### config.mk
export PLATFORM = sky130hd
export DESIGN_NAME = serial_word_assembler
export DESIGN_NICKNAME = d
export VERILOG_FILES = /design/src/rtl/serial_comm_pkg.sv /design/src/rtl/sync_fifo.sv /design/src/rtl/serial_word_assembler.sv
export SDC_FILE = /design/constraint.sdc
export NUM_CORES = 1
export LEC_CHECK = 0
export ABC_CLOCK_PERIOD_IN_PS = 3700
export CORE_ASPECT_RATIO = 1.5
export CORE_MARGIN = 5
export CORE_UTILIZATION = 50
export CTS_CLUSTER_DIAMETER = 200
export CTS_CLUSTER_SIZE = 30
export DETAILED_ROUTE_END_ITERATION = 8
export PLACE_DENSITY_LB_ADDON = 0.25
export RECOVER_POWER = 25
export SLEW_MARGIN = 10
export SYNTH_ARGS = -nofsm -noshare
export SYNTH_HDL_FRONTEND = slang
export SYNTH_SLANG_ARGS = --single-unit
export TNS_END_PERCENT = 50
### constraint.sdc
create_clock -name clk -period 3.7 [get_ports clk]
set_clock_uncertainty 0.15 [all_clocks]
set_input_delay 0.37 -clock clk [delete_from_list [all_inputs] [get_ports clk]]
set_output_delay 0.37 -clock clk [all_outputs]
set_load 0.01 [all_outputs]
### src/rtl/serial_comm_pkg.sv
// Shared definitions for the serial frame detector / word assembler pair.
// Holds the framing constants and the assembler FSM state type.
package serial_comm_pkg;

  localparam logic [5:0] FRAME_START_SEQ = 6'b011010;
  localparam int         FRAME_WORD_W    = 32;

  typedef enum logic {
    S_IDLE,
    S_SHIFT
  } asm_state_t;

endpackage

### src/rtl/sync_fifo.sv
// Single-clock FIFO with wrap-bit pointers; a push into a full FIFO is
// accepted when a pop happens on the same edge.
module sync_fifo #(
  parameter int WIDTH = 32,
  parameter int DEPTH = 2
) (
  input  logic             clk,
  input  logic             rst,
  input  logic             push,
  input  logic             pop,
  input  logic [WIDTH-1:0] wdata,
  output logic [WIDTH-1:0] rdata,
  output logic             full,
  output logic             empty
);

  localparam int AW = $clog2(DEPTH);

  logic [WIDTH-1:0] mem [DEPTH];
  logic [AW:0]      wr_ptr;
  logic [AW:0]      rd_ptr;
  logic             do_push;
  logic             do_pop;

  assign empty   = (wr_ptr == rd_ptr);
  assign full    = (wr_ptr[AW] != rd_ptr[AW]) && (wr_ptr[AW-1:0] == rd_ptr[AW-1:0]);
  assign do_pop  = pop && !empty;
  assign do_push = push && (!full || do_pop);

  // Empty reads as zero so a stale entry never leaks out after reset.
  assign rdata = empty ? '0 : mem[rd_ptr[AW-1:0]];

  always_ff @(posedge clk) begin
    if (rst) begin
      wr_ptr <= '0;
      rd_ptr <= '0;
    end else begin
      if (do_push) wr_ptr <= wr_ptr + 1'b1;
      if (do_pop)  rd_ptr <= rd_ptr + 1'b1;
    end
  end

  // NOTE: storage is not reset; the pointers alone define which entries are live.
  always_ff @(posedge clk) begin
    if (do_push) mem[wr_ptr[AW-1:0]] <= wdata;
  end

endmodule

### src/rtl/serial_word_assembler.sv
// Assembles MSB-first payload bits from the frame detector into words and
// queues them for the parallel side; flags truncated frames and drops.
module serial_word_assembler
  import serial_comm_pkg::*;
#(
  parameter int WORD_W     = FRAME_WORD_W,
  parameter int FIFO_DEPTH = 2
) (
  input  logic              clk,
  input  logic              rst,
  input  logic              ser_data,
  input  logic              ser_valid,
  output logic [WORD_W-1:0] word_data,
  output logic              word_valid,
  input  logic              word_ready,
  output logic              frame_err,
  output logic              overflow,
  input  logic              ovf_clr
);

  localparam int              CW       = $clog2(WORD_W);
  localparam logic [CW-1:0]   CNT_LAST = CW'(WORD_W - 1);

  asm_state_t        state;
  logic [CW-1:0]     cnt;
  // Only WORD_W-1 bits are stored: the final bit goes straight into the word.
  logic [WORD_W-2:0] shreg;
  logic [WORD_W-1:0] word_in;
  logic              word_done;
  logic              word_pop;
  logic              word_drop;
  logic              fifo_full;
  logic              fifo_empty;

  assign word_in    = {shreg, ser_data};
  assign word_done  = (state == S_SHIFT) && ser_valid && (cnt == CNT_LAST);
  assign word_valid = !fifo_empty;
  assign word_pop   = word_valid && word_ready;
  assign word_drop  = word_done && fifo_full && !word_pop;

  // NOTE: all state updates use non-blocking assignments so every register
  // samples pre-edge values, independent of statement order.
  always_ff @(posedge clk) begin
    if (rst) begin
      state     <= S_IDLE;
      cnt       <= '0;
      shreg     <= '0;
      frame_err <= 1'b0;
      overflow  <= 1'b0;
    end else begin
      frame_err <= 1'b0;
      if (ser_valid) shreg <= {shreg[WORD_W-3:0], ser_data};

      case (state)
        S_IDLE: begin
          if (ser_valid) begin
            cnt   <= CW'(1);
            state <= S_SHIFT;
          end
        end
        S_SHIFT: begin
          if (!ser_valid) begin
            frame_err <= 1'b1;
            cnt       <= '0;
            state     <= S_IDLE;
          end else if (cnt == CNT_LAST) begin
            cnt   <= '0;
            state <= S_IDLE;
          end else begin
            cnt <= cnt + 1'b1;
          end
        end
        default: state <= S_IDLE;
      endcase

      // A new drop outranks a simultaneous clear.
      if (word_drop)    overflow <= 1'b1;
      else if (ovf_clr) overflow <= 1'b0;
    end
  end

  sync_fifo #(
    .WIDTH (WORD_W),
    .DEPTH (FIFO_DEPTH)
  ) u_fifo (
    .clk   (clk),
    .rst   (rst),
    .push  (word_done),
    .pop   (word_pop),
    .wdata (word_in),
    .rdata (word_data),
    .full  (fifo_full),
    .empty (fifo_empty)
  );

endmodule
==> run metrics, run 1 <==
status complete, no violations; Post-Syn Area per Cell 13.3 sq um; Iter 0 DRT Violations 188; post-CTS sizing 0; Reg clk slew, reported paths 0.06 ns; worst hold path cell count 0; Max rail drop VDD 0.000357 V; slew margin rel. 52.0%; EDFF count, synth 64; Post-route DRC 0; Post-Layout Cell Count 460; Seq cells post-synth 108; postcts setup bufs 0; die footprint 0.0102 sq mm; YS warnings 0; Setup Viol. Count Final 0; vias in the first global route 2346; Syn Inst Count 310; Post-Syn Nets 318; Hold Fails Final Rpt 0; Synth top area share 46.6%; Tmin final 2.76 ns; RSZ-0062 raised after global routing no; ys flop type edfxtp_1; fin area 0.00491 sq mm; Vias 2357; Final TNS setup 0 ns; Hold Crit Class reg -> reg; Die W 84.1 um; first-pass GRT wire length 11200 um; Clock Tree Root clkbuf_16; core area 0.00806 sq mm; CTS buffer count 9; cell area after placement 0.00463 sq mm; placed insts 444; Die Height 121 um; fmax 0.363 GHz; largest net degree at the start of global routing 41; R2R cell count 6; post-DP HPWL 4210 um; ranking of synthesized cells by area edfxtp_1, dfxtp_1, mux2i_1; pwr dens 450 mW/mm^2; leakage power 0.00175 uW; iteration count of the initial detailed-routing pass 4; fin crit share 74.5%; Longest Clk Path Bufs 2; WS Path Type reg -> out; setup ws final 0.944 ns; GP Congestion 0.749; port bufs 40; GRT overflow 0; Arrival @ worst endpoint 2.24 ns; Layout area overhead 19.1%; Global Route Usage Sum 14.2%; Antenna Nets Post-Route 0; cell type with the highest aggregate area in the netlist edfxtp_1; Critical Path Start Type register; CTS H-tree lvls 3; Async SR Flop Fraction 0%; Post-Syn Area 0.00412 sq mm; num rows 40; crit end category output port; CTS tree built; total of max-cap violations 0; Worst Path Required 3.18 ns; fin. max-slew vios 0; mean routed wirelength per cell 14.6 um; Inserted Diodes 0; # hold bufs at CTS 0; share of cells above drive strength 1 7.32%; Worst Tran Pin Value 0.718 ns; worst-skew pair later-pin latency 0.34 ns; final WL 6720 um; Crit Path Max Fanout 23; clk sinks 108; Yosys cell types 30; pre-CTS WS 1.25 ns; Layout Nets 358; Top Ports 41; post-synthesis sequential area ratio 68.0%; Vias/cell 5.12; Initial Util 51.2%; initial antenna violation count 0
-- area by class of cell --
class                   instances  area (sq um)
clock buffers                  13           240
clock inverters                 3          38.8
fillers                       628          3150
inverters                       3          11.3
multi-input cells             181          1230
flip-flops and latches        108          2800
well taps                     105           131
repair buffers                 47           448
-- power by group --
part	switching [uW]	total (uW)	internal, uW
clock	374	896	522
sequential	4.72	1270	1260
combinational	25.4	45.6	20.2
-- sequential cells by signal (all words and copies together) (netlist names), named ones only --
signal         count
u_fifo.mem        64
shreg             31
cnt                5
u_fifo.rd_ptr      2
u_fifo.wr_ptr      2
frame_err          1
overflow           1
state              1
-- cell families after synthesis --
| family | after synthesis | synth area share (%) |
|---|---|---|
| muxes | 65 | 15.8 |
| and+or+nand+nor | 96 | 10.1 |
| buffers and inverters | 21 | 2.46 |
| AOI/OAI and AO/OA | 14 | 2.15 |
| adders and majority gates | 2 | 0.607 |
| DFF | 108 | 68.0 |
| xor gates and xnor gates | 4 | 0.850 |
-- path summary, 6_finish.rpt --
kind / start / endpoint / slack, ns
min reg2reg: shreg[30] / u_fifo.mem[1][31] / 0.33
min: shreg[30] / u_fifo.mem[1][31] / 0.33
max: register / word_data[18] / 0.94
max reg2reg: cnt[0] / u_fifo.mem[0][29] / 1.42
-- worst max-delay path, cell delays in order (launching register included) --
cell and delay [ns]:
dfxtp_2 0.79, buf_4 0.34, mux2i_1 0.22, nor2_1 0.06, clkdlybuf4s50_1 0.48
-- per-layer routing --
metal / routed length, um / track usage (%)
met1: 2810 / 15.9
met2: 3510 / 24.9
met3: 246 / 3.67
met4: 158 / 7.04
met5: 0 / 0
-- cell usage after synthesis, types with 3 or more instances --
cell type / n
inv_1: 3
edfxtp_1: 64
nor3b_1: 4
nor2_1: 70
xor2_1: 4
nand2b_1: 3
mux2i_1: 63
nand2_1: 5
nand3_1: 4
a21oi_1: 5
nor2b_1: 3
dfxtp_1: 44
clkbuf_1: 3
buf_2: 12
-- metrics by stage --
stage / util, % / power, uW / hold WS, ns
2_1_floorplan: - / 1330 / 0.275
3_3_place_gp: 57.5 / 1340 / 0.298
3_5_place_dp: 57.5 / 1340 / 0.304
4_1_cts: 60.9 / 2240 / 0.321
5_1_grt: 60.9 / 2280 / 0.348
6_report: 60.9 / 2210 / 0.326
-- layout by cell type (no fill, tap or decap), types with 4 or more instances in the layout --
| master | instances |
|---|---|
| nor2_1 | 68 |
| edfxtp_1 | 64 |
| mux2i_1 | 63 |
| dfxtp_1 | 43 |
| clkdlybuf4s50_1 | 39 |
| clkbuf_16 | 9 |
| buf_4 | 7 |
| a21oi_1 | 5 |
| nand2_1 | 5 |
| xor2_1 | 4 |
| nor3b_1 | 4 |
| nand3_1 | 4 |
| clkbuf_1 | 4 |
Power figures use the tool's default switching activity.
==> run 2: changes to the inputs <==
--- a/config.mk
+++ b/config.mk
@@ -5,10 +5,10 @@
 export SDC_FILE = /design/constraint.sdc
 export NUM_CORES = 1
 export LEC_CHECK = 0
-export ABC_CLOCK_PERIOD_IN_PS = 3700
+export ABC_CLOCK_PERIOD_IN_PS = 2900
 export CORE_ASPECT_RATIO = 1.5
 export CORE_MARGIN = 5
-export CORE_UTILIZATION = 50
+export CORE_UTILIZATION = 56
 export CTS_CLUSTER_DIAMETER = 200
 export CTS_CLUSTER_SIZE = 30
 export DETAILED_ROUTE_END_ITERATION = 8
==> constraint.sdc (replaced) <==
create_clock -name clk -period 2.9 [get_ports clk]
set_clock_uncertainty 0.15 [all_clocks]
set_input_delay 0.29 -clock clk [delete_from_list [all_inputs] [get_ports clk]]
set_output_delay 0.29 -clock clk [all_outputs]
set_load 0.01 [all_outputs]
==> run 2 against run 1 <==
Via count is 1.9% lower. Critical endpoint is now word_data[21]. Highest routed layer unchanged. Sequential share of layout area is 0.96 points higher. Combinational power is 30% higher.
==> run metrics, run 2 (synthesis results as in run 1) <==
Global Route Usage Sum 15.8%; GP Congestion 0.768; Initial Util 57.0%; post-DP HPWL 4320 um; port bufs 40; fin. max-slew vios 0; Worst Path Required 2.46 ns; Max rail drop VDD 0.000426 V; Crit path depth 5; hold_ws 0.304 ns; iteration count of the initial detailed-routing pass 4; Die W 80.1 um; fin util 66.8%; Switching Power 506 uW; CP bufs+invs 2; Vias/cell 5.07; Setup Viol. Count Final 0; slowest stage delay, CP 0.54 ns; leakage power 0.00172 uW; Internal 2040 uW; first-pass GRT wire length 11200 um; CTS H-tree lvls 3; pwr dens 526 mW/mm^2; Tmin final 2.68 ns; Post-Layout Cell Count 456; crit end category output port; RSZ-0062 raised after global routing no; Setup crit end word_data[21]; CTS buffer count 9; R2R cell count 6; vias in the first global route 2382; Crit Path Max Fanout 18; max reg flops 64; share of cells above drive strength 1 8.71%; Combinational Power Share 2.3%; initial antenna violation count 0; Iter 0 DRT Violations 121; Arrival @ worst endpoint 2.24 ns; slew margin rel. 53.8%; Reg clk slew, reported paths 0.09 ns; Worst R2R Setup Slack 0.27 ns; die footprint 0.00921 sq mm; Crit Reg-Reg Startpoint cnt[0]; Post-route DRC 0; Inserted Diodes 0; commonest non-fill, non-tap cell in the layout nor2_1; Final TNS setup 0 ns; core area 0.00723 sq mm; Hold Crit Class in -> reg; Setup crit start u_fifo.wr_ptr[1]; clk sinks 108; sw frac 19.9%; Antenna Nets Post-Route 0; Hold Fails Final Rpt 0; worst-skew pair later-pin latency 0.36 ns; CTS tree built; Layout area overhead 17.1%; CP cell instances xor2_1 -> nor2_4 -> buf_4 -> nor2_1 -> clkdlybuf4s50_1; Layout Nets 359; most frequent cells in the layout nor2_1, edfxtp_1, mux2i_1; Longest Clk Path Bufs 2; Top Ports 41; mean routed wirelength per cell 14.2 um; placed insts 440; final WL 6460 um; Clk pwr share 34.1%; total of max-cap violations 0; Worst R2R End u_fifo.mem[0][0]; fmax 0.373 GHz; Vias 2312; Clock Tree Root clkbuf_8; slowest cell on the critical path clkdlybuf4s50_1; num rows 38; CP delay by family, top buffers and inverters; fin crit share 92.5%; largest net degree at the start of global routing 42; Critical Path Start Type register; status complete, no violations; GRT overflow 0; Worst Tran Pin Value 0.692 ns; Die Height 115 um; register share of total power 63.6%; fillcell total 569; WS Path Type reg -> out
## run 2: cell count changes in the layout (fill, tap and decap cells not counted)
| cell | previous run | this run |
|---|---|---|
| clkbuf_1 | 4 | 1 |
| clkinv_2 | 1 | 2 |
| buf_4 | 7 | 8 |
| clkinvlp_4 | 0 | 2 |
| clkbuf_16 | 9 | 0 |
| inv_6 | 0 | 1 |
| clkinv_1 | 1 | 0 |
| nor2_4 | 0 | 1 |
| clkbuf_8 | 0 | 9 |
| nor2_2 | 2 | 1 |
## run 2: layout make-up
cell class	count	area [sq um]	share of cell area, %
repair buffers	48	455	9.43
multi-input cells	181	1240	25.7
clock buffers	10	128	2.64
clock inverters	6	63.8	1.32
flip-flops and latches	108	2800	58.1
well taps	100	125	2.59
inverters	3	11.3	0.233
## run 2: repair_timing
| action | in CTS | in global routing |
|---|---|---|
| endpoints found under the setup margin | 2 | 0 |
| hold buffers | 0 | 0 |
| resized for setup | 1 | 0 |
| buffers inserted | 0 | 0 |
## run 2: power by group through the flow
stage	Clock (uW)	Combinational, uW	Sequential, uW
finish	866	59.2	1620
global route	958	64.9	1620
CTS	888	60.2	1620
detailed placement	0	59.9	1650
global placement	0	58.5	1650
floorplan	0	43.8	1650
## run 2: worst min path at each step
| stage | startpoint | end | slack [ns] | cells past startpoint |
|---|---|---|---|---|
| final | ser_valid | overflow | 0.30 | 4 |
| after global routing | ser_valid | u_fifo.wr_ptr[0] | 0.33 | 4 |
| after CTS | ser_valid | overflow | 0.30 | 4 |
| after detailed placement | shreg[30] | u_fifo.mem[0][31] | 0.30 | 0 |
| after global placement | shreg[30] | u_fifo.mem[0][31] | 0.29 | 0 |
| after floorplan | ser_data | u_fifo.mem[0][0] | 0.24 | 0 |
## run 2: metal layers
layer | part of all wire (%) | wire (um) | GRT usage (%)
met1 | 41 | 2670 | 18.5
met2 | 54 | 3480 | 27.6
met3 | 3.1 | 203 | 3.37
met4 | 1.6 | 104 | 6.99
met5 | 0 | 0 | 0
## run 2: metrics by stage
stage          instance area [sq um]  total power [uW]  setup slack [ns]
2_1_floorplan                   4130              1690           -0.0744
3_3_place_gp                    4630              1710             0.380
3_5_place_dp                    4630              1710             0.282
4_1_cts                         4830              2560             0.202
5_1_grt                         4830              2640            0.0531
6_report                        4830              2540             0.218
## run 2: worst register-to-register path, cell delays in order, from the launching register on
cell	delay, ns
dfxtp_1	0.39
ha_1	0.19
and3_1	0.16
ha_1	0.23
nand3_1	0.21
nor3_4	0.56
buf_4	0.40
==> run 3: changes to the inputs <==
--- a/config.mk
+++ b/config.mk
@@ -12,10 +12,12 @@
 export CTS_CLUSTER_DIAMETER = 200
 export CTS_CLUSTER_SIZE = 30
 export DETAILED_ROUTE_END_ITERATION = 8
+export HOLD_SLACK_MARGIN = 0.06
 export PLACE_DENSITY_LB_ADDON = 0.25
 export RECOVER_POWER = 25
 export SLEW_MARGIN = 10
 export SYNTH_ARGS = -nofsm -noshare
 export SYNTH_HDL_FRONTEND = slang
+export SYNTH_HIERARCHICAL = 1
 export SYNTH_SLANG_ARGS = --single-unit
 export TNS_END_PERCENT = 50
==> run 3 against run 2 <==
Final cell count increased by 0.66%. Design area rose by 0.52%. Critical path type unchanged. Clock power down 13%. Flip-flop and latch count did not move. Register-to-register slack got worse by 0.06 ns.
==> run metrics, run 3 <==
Post-Syn Nets 322; Hold Startpoint shreg[30]; cell area after placement 0.00469 sq mm; fin util 66.7%; Global Route Usage Sum 16.1%; iteration count of the initial detailed-routing pass 4; Syn Inst Count 314; slew margin rel. 24.0%; Compound-Gate Fraction of Synth Area 2.02%; Post-route DRC 0; Vias 2377; GP Congestion 0.787; worst-skew pair later-pin latency 0.36 ns; Final TNS setup 0 ns; Layout area overhead 15.0%; crit end category output port; Synth Area in Adders 0.593%; post-DP HPWL 4200 um; core area 0.00727 sq mm; Inserted Diodes 0; Antenna Nets Post-Route 0; fin. max-slew vios 0; postcts setup bufs 0; Yosys cell types 36; grt met3 use 4.86%; total of max-cap violations 0; Max rail drop VDD 0.000353 V; fmax 0.369 GHz; Worst Tran Pin Value 1.14 ns; Critical Path Start Type register; RSZ-0062 raised after global routing no; EDFF count, synth 64; ys flop type edfxtp_1; xor-xnor portion of the synthesized cell area 1.01%; CTS H-tree lvls 3; Synth top area share 45.6%; post-CTS sizing 0; GR met2 Demand/Resource 27.5%; mean routed wirelength per cell 14.6 um; pre-CTS WS 0.223 ns; Hold Fails Final Rpt 0; R2R cell count 6; Vias/cell 5.18; share of cells above drive strength 1 10.6%; Reg clk slew, reported paths 0.09 ns; die footprint 0.00940 sq mm; most frequent cells in the layout mux2i_1, edfxtp_1, nor2_1; Die W 80.9 um; max reg flops 64; GRT overflow 0; Worst Path Required 2.46 ns; Hold Crit Class reg -> reg; Post-Syn Area 0.00422 sq mm; Layout Nets 362; CTS buffer count 9; leakage power 0.00171 uW; largest net degree at the start of global routing 42; Die Height 116 um; Worst R2R End u_fifo/mem[1][7]; largest family of logic cells by synthesized area multiplexers; post-synthesis simple-gate area fraction 11.4%; Post-synth top cells edfxtp_1, mux2i_1, nor2_1; global routing's busiest layer met2; Longest Clk Path Bufs 2; status complete, no violations; Top Ports 41; vias in the first global route 2327; first-pass GRT wire length 11400 um; Clock Tree Root clkbuf_8; multiplexer share of the synthesized area 15.2%; Crit Reg-Reg Startpoint cnt[0]; CTS tree built; GR Layer Usage met1 19.3%; Worst Hold Path EP u_fifo/mem[0][31]; Post-Syn Area per Cell 13.4 sq um; WS Path Type reg -> out; Iter 0 DRT Violations 134; num rows 38; YS warnings 6; final WL 6700 um; Arrival @ worst endpoint 2.27 ns; clk sinks 108; Seq cells post-synth 108; Initial Util 58.0%; initial antenna violation count 0; Setup Viol. Count Final 0; port bufs 40; fin area 0.00485 sq mm; pwr dens 498 mW/mm^2; setup ws final 0.193 ns; Async SR Flop Fraction 0%; Worst R2R Setup Slack 0.21 ns; # hold bufs at CTS 0; fin crit share 93.3%; post-synthesis sequential area ratio 66.4%; cell type with the highest aggregate area in the netlist edfxtp_1; ranking of synthesized cells by area edfxtp_1, dfxtp_1, mux2i_1; Crit Path Max Fanout 33; Tmin final 2.71 ns; worst hold path cell count 0
-- run 3: power by group --
| part | internal (uW) | switching (uW) |
|---|---|---|
| Clock | 300 | 455 |
| Combinational | 20.6 | 26.8 |
| Sequential | 1610 | 4.91 |
| Total | 1930 | 487 |
-- run 3: layer usage --
metal / up-vias / share of wire, %
li1: 1198 / -
met1: 1127 / 42
met2: 44 / 52
met3: 8 / 4.2
met4: 0 / 1.6
met5: - / 0
-- run 3: worst max-delay path by stage --
stage | slack (ns) | to | startpoint | depth (start not counted)
3_3_place_gp | 0.35 | u_fifo/mem[1][6] | cnt[0] | 6
5_1_grt | 0.02 | word_data[6] | u_fifo/rd_ptr[0] | 5
4_1_cts | 0.17 | word_data[15] | u_fifo/rd_ptr[1] | 5
3_5_place_dp | 0.22 | u_fifo/mem[1][23] | cnt[0] | 6
6_report | 0.19 | word_data[6] | u_fifo/rd_ptr[1] | 5
2_1_floorplan | 0.08 | u_fifo/mem[0][0] | u_fifo/rd_ptr[1] | 7
-- run 3: per-stage QoR --
step,total power [uW],hold slack (ns),cells
floorplan,1690,0.209,314
global placement,1700,0.286,443
detailed placement,1700,0.294,443
CTS,2440,0.321,459
global route,2510,0.337,459
finish,2420,0.320,459
-- run 3: worst max-delay path, stage by stage (launching register included) --
cell             delay, ns
dfxtp_1               0.46
xor2_2                0.35
nor2_4                0.07
buf_4                 0.27
nor2_1                0.17
clkdlybuf4s50_1       0.57
-- run 3: final cells by class --
type | count | area [sq um]
repair buffers | 48 | 468
clock buffers | 9 | 124
well taps | 100 | 125
inverters | 3 | 11.3
multi-input cells | 184 | 1290
clock inverters | 7 | 33.8
fillers | 556 | 2420
flip-flops and latches | 108 | 2800
-- run 3: cells by family (layout without fill, tap and decap cells) --
family          after synthesis  after routing
compound gates               14             14
xor+xnor                      4              4
fa+ha+maj                     2              2
buf+inv                      22             67
flops                       108            108
mux                          64             64
simple gates                100            100
